`src/rtl/muldiv_sequencer.sv`:
```
// Iterative multiply/divide engine: shift-add multiply, restoring divide, one bit per cycle,
// followed by a single sign-correction cycle. Stalls the PC while the operation is in flight.
module muldiv_sequencer #(
    parameter  int W  = 16,
    localparam int CW = $clog2(W) + 1
) (
    input  logic         Clk,
    input  logic         Reset,
    input  logic         start,
    input  logic [1:0]   op,
    input  logic [W-1:0] a,
    input  logic [W-1:0] b,
    output logic         stall,
    output logic         busy,
    output logic         done,
    output logic [W-1:0] hi,
    output logic [W-1:0] lo,
    output logic         dbz
);

    typedef enum logic [1:0] {IDLE, RUN, FIX, DONE} state_t;

    state_t          state_reg, state_next;
    logic [CW-1:0]   count_reg;
    logic [1:0]      op_reg;
    logic [W-1:0]    a_reg;
    logic [W-1:0]    opnd_reg;
    logic [2*W-1:0]  acc_reg;
    logic            sign_a_reg, sign_b_reg, bz_reg;
    logic [W-1:0]    hi_reg, lo_reg;
    logic            dbz_reg;

    logic [W-1:0]    mag_a, mag_b;
    logic [W:0]      mul_sum;
    logic [2*W-1:0]  mul_step;
    logic [W:0]      div_shift, div_diff;
    logic [2*W-1:0]  div_step;
    logic [2*W-1:0]  prod_fix;
    logic [W-1:0]    quot_fix, rem_fix;

    // Signed ops work on magnitudes; -2^(W-1) maps onto itself, which is its correct unsigned magnitude.
    assign mag_a = (op[0] && a[W-1]) ? (~a + 1'b1) : a;
    assign mag_b = (op[0] && b[W-1]) ? (~b + 1'b1) : b;

    // Multiply: multiplier sits in acc low half and is shifted out as the product shifts in.
    assign mul_sum  = {1'b0, acc_reg[2*W-1:W]} + (acc_reg[0] ? {1'b0, opnd_reg} : {(W+1){1'b0}});
    assign mul_step = {mul_sum, acc_reg[W-1:1]};

    // Divide: acc holds {remainder, dividend/quotient}; bit W of the difference flags a negative trial.
    assign div_shift = {acc_reg[2*W-1:W], acc_reg[W-1]};
    assign div_diff  = div_shift - {1'b0, opnd_reg};
    assign div_step  = div_diff[W] ? {div_shift[W-1:0], acc_reg[W-2:0], 1'b0}
                                   : {div_diff[W-1:0],  acc_reg[W-2:0], 1'b1};

    assign prod_fix = (sign_a_reg ^ sign_b_reg) ? (~acc_reg + 1'b1) : acc_reg;
    assign quot_fix = (sign_a_reg ^ sign_b_reg) ? (~acc_reg[W-1:0] + 1'b1) : acc_reg[W-1:0];
    assign rem_fix  = sign_a_reg ? (~acc_reg[2*W-1:W] + 1'b1) : acc_reg[2*W-1:W];

    always_ff @(posedge Clk or posedge Reset) begin
        if (Reset) state_reg <= IDLE;
        else       state_reg <= state_next;
    end

    always_comb begin
        state_next = IDLE;
        case (state_reg)
            IDLE: state_next = start ? RUN : IDLE;
            RUN: begin
                if (count_reg == CW'(W-1))     state_next = FIX;
                else if (count_reg > CW'(W-1)) state_next = IDLE;
                else                           state_next = RUN;
            end
            FIX:     state_next = DONE;
            DONE:    state_next = IDLE;
            default: state_next = IDLE;
        endcase
    end

    always_comb begin
        stall = 1'b0;
        busy  = 1'b0;
        done  = 1'b0;
        case (state_reg)
            IDLE:    stall = start;
            RUN,
            FIX:     begin stall = 1'b1; busy = 1'b1; end
            DONE:    done = 1'b1;
            default: ;
        endcase
    end

    always_ff @(posedge Clk or posedge Reset) begin
        if (Reset) begin
            count_reg  <= '0;
            op_reg     <= '0;
            a_reg      <= '0;
            opnd_reg   <= '0;
            acc_reg    <= '0;
            sign_a_reg <= 1'b0;
            sign_b_reg <= 1'b0;
            bz_reg     <= 1'b0;
            hi_reg     <= '0;
            lo_reg     <= '0;
            dbz_reg    <= 1'b0;
        end else begin
            case (state_reg)
                IDLE: begin
                    count_reg <= '0;
                    if (start) begin
                        op_reg     <= op;
                        a_reg      <= a;
                        sign_a_reg <= op[0] & a[W-1];
                        sign_b_reg <= op[0] & b[W-1];
                        bz_reg     <= (b == '0);
                        opnd_reg   <= op[1] ? mag_b : mag_a;
                        acc_reg    <= {{W{1'b0}}, (op[1] ? mag_a : mag_b)};
                    end
                end
                RUN: begin
                    acc_reg   <= op_reg[1] ? div_step : mul_step;
                    count_reg <= count_reg + CW'(1);
                end
                FIX: begin
                    if (!op_reg[1]) begin
                        hi_reg  <= prod_fix[2*W-1:W];
                        lo_reg  <= prod_fix[W-1:0];
                        dbz_reg <= 1'b0;
                    end else if (bz_reg) begin
                        hi_reg  <= a_reg;
                        lo_reg  <= '1;
                        dbz_reg <= 1'b1;
                    end else begin
                        hi_reg  <= rem_fix;
                        lo_reg  <= quot_fix;
                        dbz_reg <= 1'b0;
                    end
                end
                default: ;
            endcase
        end
    end

    assign hi  = hi_reg;
    assign lo  = lo_reg;
    assign dbz = dbz_reg;

endmodule

```
`config.mk`:
```
export PLATFORM = sky130hd
export DESIGN_NAME = muldiv_sequencer
export DESIGN_NICKNAME = d
export VERILOG_FILES = /design/src/rtl/muldiv_sequencer.sv
export SDC_FILE = /design/constraint.sdc
export NUM_CORES = 1
export LEC_CHECK = 0
export BUFFER_PORTS_ARGS = -buffer_cell sky130_fd_sc_hd__buf_2
export CORE_MARGIN = 10
export CORE_UTILIZATION = 56
export DETAILED_ROUTE_END_ITERATION = 8
export PLACE_DENSITY = 0.8
export SKIP_CTS_REPAIR_TIMING = 1
export SYNTH_ARGS = -nofsm -noshare
export SYNTH_HDL_FRONTEND = slang
export SYNTH_SLANG_ARGS = --single-unit
```
`constraint.sdc`:
```
create_clock -name Clk -period 9.1 [get_ports Clk]
set_input_delay 0.455 -clock Clk [delete_from_list [all_inputs] [get_ports Clk]]
set_output_delay 0.455 -clock Clk [all_outputs]
set_load 0.01 [all_outputs]
```
# Word-level counts from Yosys, hierarchy flattened
# Index checks and enable logic that the tools add are counted.
[word_totals]
ff_bits = 109
latchBits = 0
ramBits = 0
rom_bits = 0
output_inout_bits = 36
elab_cells = 68
mem_count = 0
[op_classes]
add_sub_neg = 8
n_mul = 0
div_mod_pow = 0
magnitude_cmp = 1
eq_ne = 5
shifts = 0
muxes = 26
bitwise_logic = 8
n_reduce_logical = 8
[ops]
columns = ["op", "n"]
rows = [
  ["two-way mux 16 bit", 11],
  ["two-way mux 32 bit", 4],
  ["adder 16 x 1 -> 16 bit (second input constant)", 4],
  ["inverter 16 bit", 4],
  ["one-hot mux 32 bit (2 select lines)", 1],
  ["adder 32 x 1 -> 32 bit (second input constant)", 1],
  ["inverter 32 bit", 1],
  ["adder 16 x 16 -> 17 bit", 1],
  ["subtractor 17 x 16 -> 17 bit", 1],
  ["logical NOT 16 bit", 1],
  ["one-hot mux 5 bit (2 select lines)", 1],
  ["one-hot mux 2 bit (4 select lines)", 1],
  ["two-way mux 1 bit", 6],
  ["adder 5 x 1 -> 5 bit (second input constant)", 1],
  ["equality test 5 x 4 -> 1 bit (second input constant)", 1],
  ["> comparator 5 x 4 -> 1 bit (second input constant)", 1],
  ["equality test 2 bit (second input constant)", 2],
  ["AND reduction 2 bit", 2],
  ["AND 1 bit", 2],
  ["equality test 2 x 1 -> 1 bit (second input constant)", 1],
  ["logical AND 1 bit", 2],
  ["logical NOT 2 bit", 1],
  ["two-way mux 2 bit", 1],
  ["!= test 2 bit (second input constant)", 1],
  ["other kinds (4)", 4],
]

# Logic depth before layout (Yosys ltp)
# Gate-level depths: netlist of run 1.
[depth]
ltp_word = 6
mapped_depth = 12
depth_no_buf = 12

# Worst setup path after synthesis of run 1
# OpenSTA, ideal clock, no wires.
[synth_timing]
path_type = "register -> register"
startpoint = "register acc_reg[0]"
endpoint = "register acc_reg[30]"
setup_time_ps = 139
t_arrival_ps = 2628
required_ps = 8961
path_slack_ps = 6332
path_stages_with_launch = 12
n_path_buf = 0
period_less_slack_ps = 2768
path_cell_list = "dfrtp_1 -> clkinv_1 -> nor2_1 -> ha_1 -> and3_1 -> a221o_1 -> o41a_1 -> a311oi_1 -> a21oi_1 -> nor2b_1 -> xor2_1 -> o221ai_1"
[synth_between]
elab_chain_len = 4
[synth_lines]
columns = ["item", "line", "text"]
rows = [
  ["from (decl)", "28", "logic [2*W-1:0] acc_reg;"],
  ["from (signal assigned)", "116", "acc_reg <= {{W{1'b0}}, (op[1] ? mag_a : mag_b)};"],
  ["from (signal assigned)", "120", "acc_reg <= op_reg[1] ? div_step : mul_step;"],
  ["two-way mux 16 bit", "46", "assign mul_sum = {1'b0, acc_reg[2*W-1:W]} + (acc_reg[0] ? {1'b0, opnd_reg} : {(W+1){1'b0}});"],
  ["adder 16 x 16 -> 17 bit", "46", ""],
  ["two-way mux 32 bit", "120", ""],
  ["one-hot mux 32 bit (2 select lines)", "106", "case (state_reg)"],
]
# No other way between the ends.
# A chain may end at the register's enable or synchronous reset.

# Worst setup path after layout of run 1
[layout_timing]
startpoint = "register acc_reg[15]"
endpoint = "register acc_reg[21]"
[layout_between]
elab_chain_len = 4
[layout_lines]
columns = ["item", "line", "text"]
rows = [
  ["subtractor 17 x 16 -> 17 bit", "51", "assign div_diff = div_shift - {1'b0, opnd_reg};"],
  ["two-way mux 32 bit", "52", "assign div_step = div_diff[W] ? {div_shift[W-1:0], acc_reg[W-2:0], 1'b0}"],
  ["two-way mux 32 bit", "120", ""],
  ["one-hot mux 32 bit (2 select lines)", "106", ""],
]
# No other way between the ends.

==> out/summary.txt, run 1 <==
Outcome = finished clean
Hold_ws = 0.1800 ns
Compound-gate portion of the synthesized area = 22.72%
Core box area = 14590 sq um
Num Clock Sinks = 108
Simple-gate area share of the yosys netlist = 17.80%
Synth warn = 0
CP peak stage delay = 0.99 ns
Port Buffers = 72
F_max = 277.0 MHz
Hold Crit Class = input pin to asynchronous set/reset pin
Critical path data required time = 9.34 ns
Slew Limit Fails = 0
RSZ-0062 raised after global routing = no
Clock skew = 0.01447 ns
Row count = 44
Synth unique cells = 65
Setup crit end kind = register
Final min period = 3.610 ns
Syn Nets = 1114
Clk_lat worst skew = 0.36 ns
Clk slew on worst S/H paths = 0.08 ns
Maxcap violations = 0
Die Span Y = 142.0 um
Crit path DAT = 3.85 ns
CP bufs+invs = 1
Reg2reg start = acc_reg[15]
Largest net degree at the start of global routing = 64
Syn_area_per_cell = 8.072 sq um
Worst Tran Pin Value = 1.141 ns
Critical path launch point type = register
Crit Path Max Fanout = 23
CTS buffer count = 9
Top_reg_cell synth = dfrtp_1
CTS H-tree lvls = 3
Final period util = 39.67%
Worst path top cell family by delay = compound AO/OA/AOI/OAI gates
Drt drc = 0
Routed Antenna Nets = 0
Die footprint = 20170 sq um
Post-DP HPWL = 18120 um
GRT Util Overall = 22.91%
Share of the synthesized area in the top cell type = 32.41%
Post-Synth XOR/XNOR Area = 9.559%
Asr flop ratio synth = 100.0%
Max reg flops = 32
First-pass GRT wire length = 37490 um
Post-synthesis mux area share = 5.912%
Final setup vio count = 0
Layout cells sized above 1 = 12.90%
Average routed wire per standard cell = 18.92 um
Vias per std cell = 6.240
Vias in the first global route = 7135
Crit path launch = acc_reg[15]
Nets = 1147
Worst VDD drop = 0.0001449 V
CP cell instances = inv_1, ha_1, fa_1, nor2b_1, o31a_1, o31ai_2, nand2_1, o311ai_4, mux2_2, a21oi_1, o22ai_1
Reg2Reg Setup Slack = 5.49 ns
Post-Synth Adder-Cell Area = 6.783%
Setup TNS = 0 ns
Final hold vios = 0
# IOs = 73
Initial DRT Pass Iterations = 8
Largest family of logic cells by synthesized area = compound AO/OA/AOI/OAI gates
Area contributors post-synth = dfrtp_1 32%, a21oi_1 7.4%, ha_1 6.3%, nor2_1 5.8%, xnor2_1 5.5%
Initial antenna violation count = 0
Synth Instances = 1033
Post-synth EDFFs = 0
Pwr Density = 355.1 nW/um^2
Area Overhead vs Synth = 8.914%
GPL Wtd Cong = 0.9899
Post-synth top area cell = dfrtp_1
Worst slew margin = 23.74%
Total number of vias = 7825
GR Overflow Total = 0
Die Wd = 142.0 um
CTS tree = done
Routed WL = 23730 um
Clock Path Buffers = 2
Leak = 4.124 nW
Starting Density = 57.15%
Clk root buf = clkbuf_16
Seq/Total Area, Yosys = 32.41%
Crit-path slowest cell = o311ai_4
Initial drt markers = 725
# diodes = 0
Setup CP Type = register to register
Flops & latches, synth = 108
Post-Synthesis Cell Area = 8338 sq um
==> synthesized netlist by cell type, drive strengths merged, types with 7 or more instances <==
library cell  count
ha               42
clkbuf           46
dfrtp           108
o221ai           14
mux2i            20
xor2             39
and3              9
a211oi           12
o21ai            86
xnor2            52
o211ai           11
nand2            90
nor4              9
nand2b           14
a21oi           125
nor2b             7
nor2            130
nor3             30
mux2             26
a21o             10
nand3            15
inv              45
buf              11
a31oi            16
==> layout make-up <==
class / instances / area, sq um
tap: 184 / 230.2
sequential: 108 / 2704
multi-input combinational: 820 / 5244
clock buffer: 11 / 232.7
inverter: 48 / 182.7
timing repair buffer: 79 / 412.9
fill: 1285 / 5508
clock inverter: 4 / 75.07
==> cell usage in the layout (no fill, tap or decap), types with 15 or more instances in the layout <==
cell type | netlist | final
xnor2_1 | 52 | 51
nand3_1 | 15 | 15
a21oi_1 | 124 | 124
ha_1 | 42 | 42
o21ai_0 | 70 | 70
nor3_1 | 30 | 30
nor2_1 | 129 | 129
inv_1 | 45 | 44
xor2_1 | 39 | 39
mux2_2 | 26 | 26
mux2i_1 | 20 | 20
o21ai_1 | 16 | 16
buf_2 | 3 | 72
dfrtp_1 | 108 | 107
nand2_1 | 90 | 89
a31oi_1 | 16 | 16
==> stage by stage <==
step	instance area [sq um]	power, mW	utilization, %	setup slack [ns]	instances
2_1_floorplan	8338	2.288	-	5.799	1033
3_3_place_gp	8773	2.722	60.14	5.692	1239
3_5_place_dp	8773	2.757	60.14	5.557	1239
4_1_cts	9081	3.180	62.25	5.568	1254
5_1_grt	9081	3.462	62.25	5.215	1254
6_report	9081	3.225	62.25	5.490	1254
==> cells by family after synthesis <==
logic type,Yosys count
simple gates,323
compound gates,316
flops,108
buf+inv,105
xor+xnor,91
mux,46
fa+ha+maj,44
==> worst register-to-register path, stage by stage, from the launching register on <==
cell,delay (ns)
dfrtp_1,0.50
inv_1,0.13
ha_1,0.18
fa_1,0.21
nor2b_1,0.07
o31a_1,0.29
o31ai_2,0.27
nand2_1,0.17
o311ai_4,0.99
mux2_2,0.42
a21oi_1,0.17
o22ai_1,0.09
==> worst paths after layout <==
path / to / cells past startpoint
hold reg to reg: opnd_reg[7] / 2
setup / recovery: acc_reg[21] / 11
hold / removal: lo[9] / 2
setup reg to reg: acc_reg[21] / 11
min in group Clk: bz_reg / 2
max in group asynchronous: op_reg[1] / 3
==> layer usage <==
layer | wire [um] | vias up | track usage (%)
li1 | - | 3716 | -
met1 | 10610 | 3711 | 32.38
met2 | 10160 | 352 | 33.06
met3 | 2340 | 46 | 6.542
met4 | 622 | 0 | 6.832
met5 | 0 | - | 0
==> where the power goes <==
part	internal (mW)	total (mW)	switching (mW)
clock network	0.240	0.418	0.178
logic	0.781	1.92	1.14
registers	0.640	0.881	0.241
No activity file was read; power rests on OpenSTA's default activity.
==> inputs of run 2 (changes only) <==
ABC_AREA = 1   (was default)
PLACE_DENSITY = 0.82   (was 0.8)
clock period = 3.1 ns   (was 9.1 ns; I/O delays follow)
==> run 2 against run 1 <==
- non-clock buffer count rose by 15
- combinational power rose to 4.2 times the previous value
- clock power rose to 2.9 times the previous value
- core utilization rose by 0.18 points
- setup slack got worse by 5.0 ns
==> out/summary.txt, run 2 <==
First-pass GRT wire length = 49800 um (+33%)
Routed WL = 30960 um (+30%)
Routed Antenna Nets = 0 (unchanged)
Total power = 11.95 mW (+270%)
Clk_lat worst skew = 0.37 ns (about the same)
Top-count cell post-synth = nand2_1
Port Buffers = 72 (unchanged)
Crit path DAT = 2.87 ns (-0.98 ns)
GR Layer Usage met3 = 5.732% (-0.81 points)
Post-DP HPWL = 24120 um (+33%)
Worst Tran Pin Value = 0.8586 ns (-0.2827 ns)
Post-synth EDFFs = 0 (unchanged)
Synth warn = 0 (unchanged)
Clk slew on worst S/H paths = 0.08 ns (about the same)
GR Overflow Total = 0 (unchanged)
Post-synth top area cell = dfrtp_1
Average routed wire per standard cell = 17.27 um (-8.8%)
Highest-count cells in the layout ignoring fill and taps = 431 x nand2_1, 207 x inv_1, 189 x nand3_1, 138 x nor2_1, 108 x dfrtp_1
GPL Wtd Cong = 1.027 (+3.7%)
Met2 Use GR = 40.70% (+7.6 points)
R2R cell count = 18 (+7)
Core box area = 16580 sq um (+14%)
Reg2reg start = acc_reg[0]
Drt drc = 0 (unchanged)
Worst slew margin = 42.70% (+19 points)
RSZ-0062 raised after global routing = no
Row count = 47 (+6.8%)
Area contributors post-synth = dfrtp_1 28%, nand2_1 17%, nand3_1 10%, inv_1 8.2%, ha_1 5.5%
# diodes = 0 (unchanged)
Leak = 5.655 nW (+37%)
Reg2Reg Setup Slack = 0.53 ns (-4.96 ns)
Setup crit end kind = register
Clock Path Buffers = 2 (unchanged)
Final hold vios = 0 (unchanged)
Met1 Use GR = 38.78% (+6.4 points)
Clock skew = 0.01505 ns (+0.0005786 ns)
# IOs = 73 (unchanged)
Share of the synthesized area in the top cell type = 28.45% (-4.0 points)
Synth Instances = 1515 (+47%)
Nets = 1649 (+44%)
Post-Synthesis Cell Area = 9498 sq um (+14%)
Hold Path Origin = a[15]
Die footprint = 22570 sq um (+12%)
CTS tree = done
Initial antenna violation count = 0 (unchanged)
Vias per std cell = 5.726 (-8.2%)
FF+latch area = 2703 sq um (about the same)
Layer with the highest usage = met2
Final setup vio count = 0 (unchanged)
CTS buffer count = 9 (unchanged)
Syn_area_per_cell = 6.269 sq um (-22%)
RR Endpoint = acc_reg[31]
Syn Nets = 1596 (+43%)
Crit Path Max Fanout = 19 (-17%)
Vias in the first global route = 9321 (+31%)
PnR worst setup slack = 0.5345 ns (-4.956 ns)
Outcome = finished clean
Hold Crit Class = input pin to register
Endpoint, Worst Hold = a_reg[15]
Maxcap violations = 0 (unchanged)
# fillers = 1605 (+25%)
Post-synth top cells = 431 x nand2_1, 208 x inv_1, 189 x nand3_1
Die Span Y = 150.2 um (+5.8%)
CTS H-tree lvls = 3 (unchanged)
Critical path launch point type = register
Worst VDD drop = 0.0007061 V (+390%)
Pre-CTS setup slack = 0.5809 ns (-4.976 ns)
Asr flop ratio synth = 100.0% (unchanged)
Hold depth = 3
Largest net degree at the start of global routing = 69 (+7.8%)
Slew Limit Fails = 0 (unchanged)
Max reg flops = 32 (unchanged)
Multi-input gate area = 5713 sq um (+8.9%)
Area Overhead vs Synth = 8.997% (about the same)
Final period util = 82.76% (+43 points)
Layout cells sized above 1 = 9.282% (-3.6 points)
Pwr Density = 1154 nW/um^2 (+220%)
Flops & latches, synth = 108 (unchanged)
Seq/Total Area, Yosys = 28.45% (-4.0 points)
Starting Density = 57.27% (+0.12 points)
Setup CP Type = register to register
GRT Util Overall = 27.58% (+4.7 points)
Setup TNS = 0 ns (unchanged)
Commonest non-fill, non-tap cell in the layout = nand2_1
Die Wd = 150.2 um (+5.8%)
Synth unique cells = 47 (-28%)
Total number of vias = 10270 (+31%)
Num Clock Sinks = 108 (unchanged)
Initial DRT Pass Iterations = 6 (-2)
Initial drt markers = 1313 (+81%)
Top_reg_cell synth = dfrtp_1
Clk root buf = clkbuf_16
Critical path data required time = 3.41 ns (-5.93 ns)
F_max = 389.8 MHz (+41%)
Final min period = 2.566 ns (-1.044 ns)
[run 2: cell types whose count changed in the layout (fill, tap and decap cells not counted), moves of 23 or more]
cell	previous run	this run
o21ai_0	70	93
mux2_2	26	0
nand2_1	89	431
nand3_1	15	189
xnor2_1	51	9
inv_1	44	207
a21oi_1	124	97
[run 2: final cells by class]
cell class	instances	share of cell area, %
clock buffers	9	2.175
inverters	216	7.856
flip-flops and latches	108	26.11
clock inverters	7	0.7977
multi-input cells	1139	55.19
repair buffers	94	5.221
well taps	220	2.659
[run 2: critical path, cell delays in order, from the launching register on]
cell	delay, ns
dfrtp_1	0.71
nand2_1	0.10
inv_1	0.08
ha_1	0.17
inv_1	0.06
fa_1	0.39
inv_1	0.12
nand3_1	0.07
nand2_1	0.12
nand2_1	0.08
nand2_1	0.10
nand2_1	0.07
nand2_1	0.09
nand2_1	0.05
inv_1	0.05
o21ai_0	0.07
inv_1	0.07
nand2_1	0.05
nand2_1	0.05
[run 2: power breakdown]
group          leakage [nW]  total, mW  internal (mW)  switching, mW
sequential             1.39       2.67           1.94          0.736
clock                 0.147       1.21          0.579          0.628
combinational          4.12       8.07           2.74           5.32
[run 2: worst max path at each step]
stage | startpoint | to
floorplan | Reset | asynchronous set/reset pin
global placement | acc_reg[0] | acc_reg[27]
detailed placement | acc_reg[15] | acc_reg[20]
CTS | acc_reg[15] | acc_reg[21]
global route | acc_reg[0] | acc_reg[31]
finish | acc_reg[0] | acc_reg[31]
[run 2: layer usage]
layer	routed length [um]	vias to the layer above
li1	-	4999
met1	13570	4653
met2	13120	547
met3	3173	67
met4	1087	0
met5	0	-
[run 2: logic make-up (layout without fill, tap and decap cells)]
group	Yosys count	after routing	share of synthesized area, %
DFF	108	108	28.45
buffers and inverters	268	326	11.39
and+or+nand+nor	825	825	37.37
adders and majority gates	44	44	5.954
xor gates and xnor gates	29	29	2.872
AOI/OAI and AO/OA	241	241	13.95
[run 2: metrics by stage]
step,std cells,util (%),instance area [sq um],hold slack (ns)
CTS,1792,62.37,10340,-0.1467
finish,1793,62.43,10350,0.09577
detailed placement,1776,60.51,10030,0.2458
floorplan,1515,-,9498,0.2646
global placement,1776,60.51,10030,0.2309
global route,1793,62.43,10350,0.09960
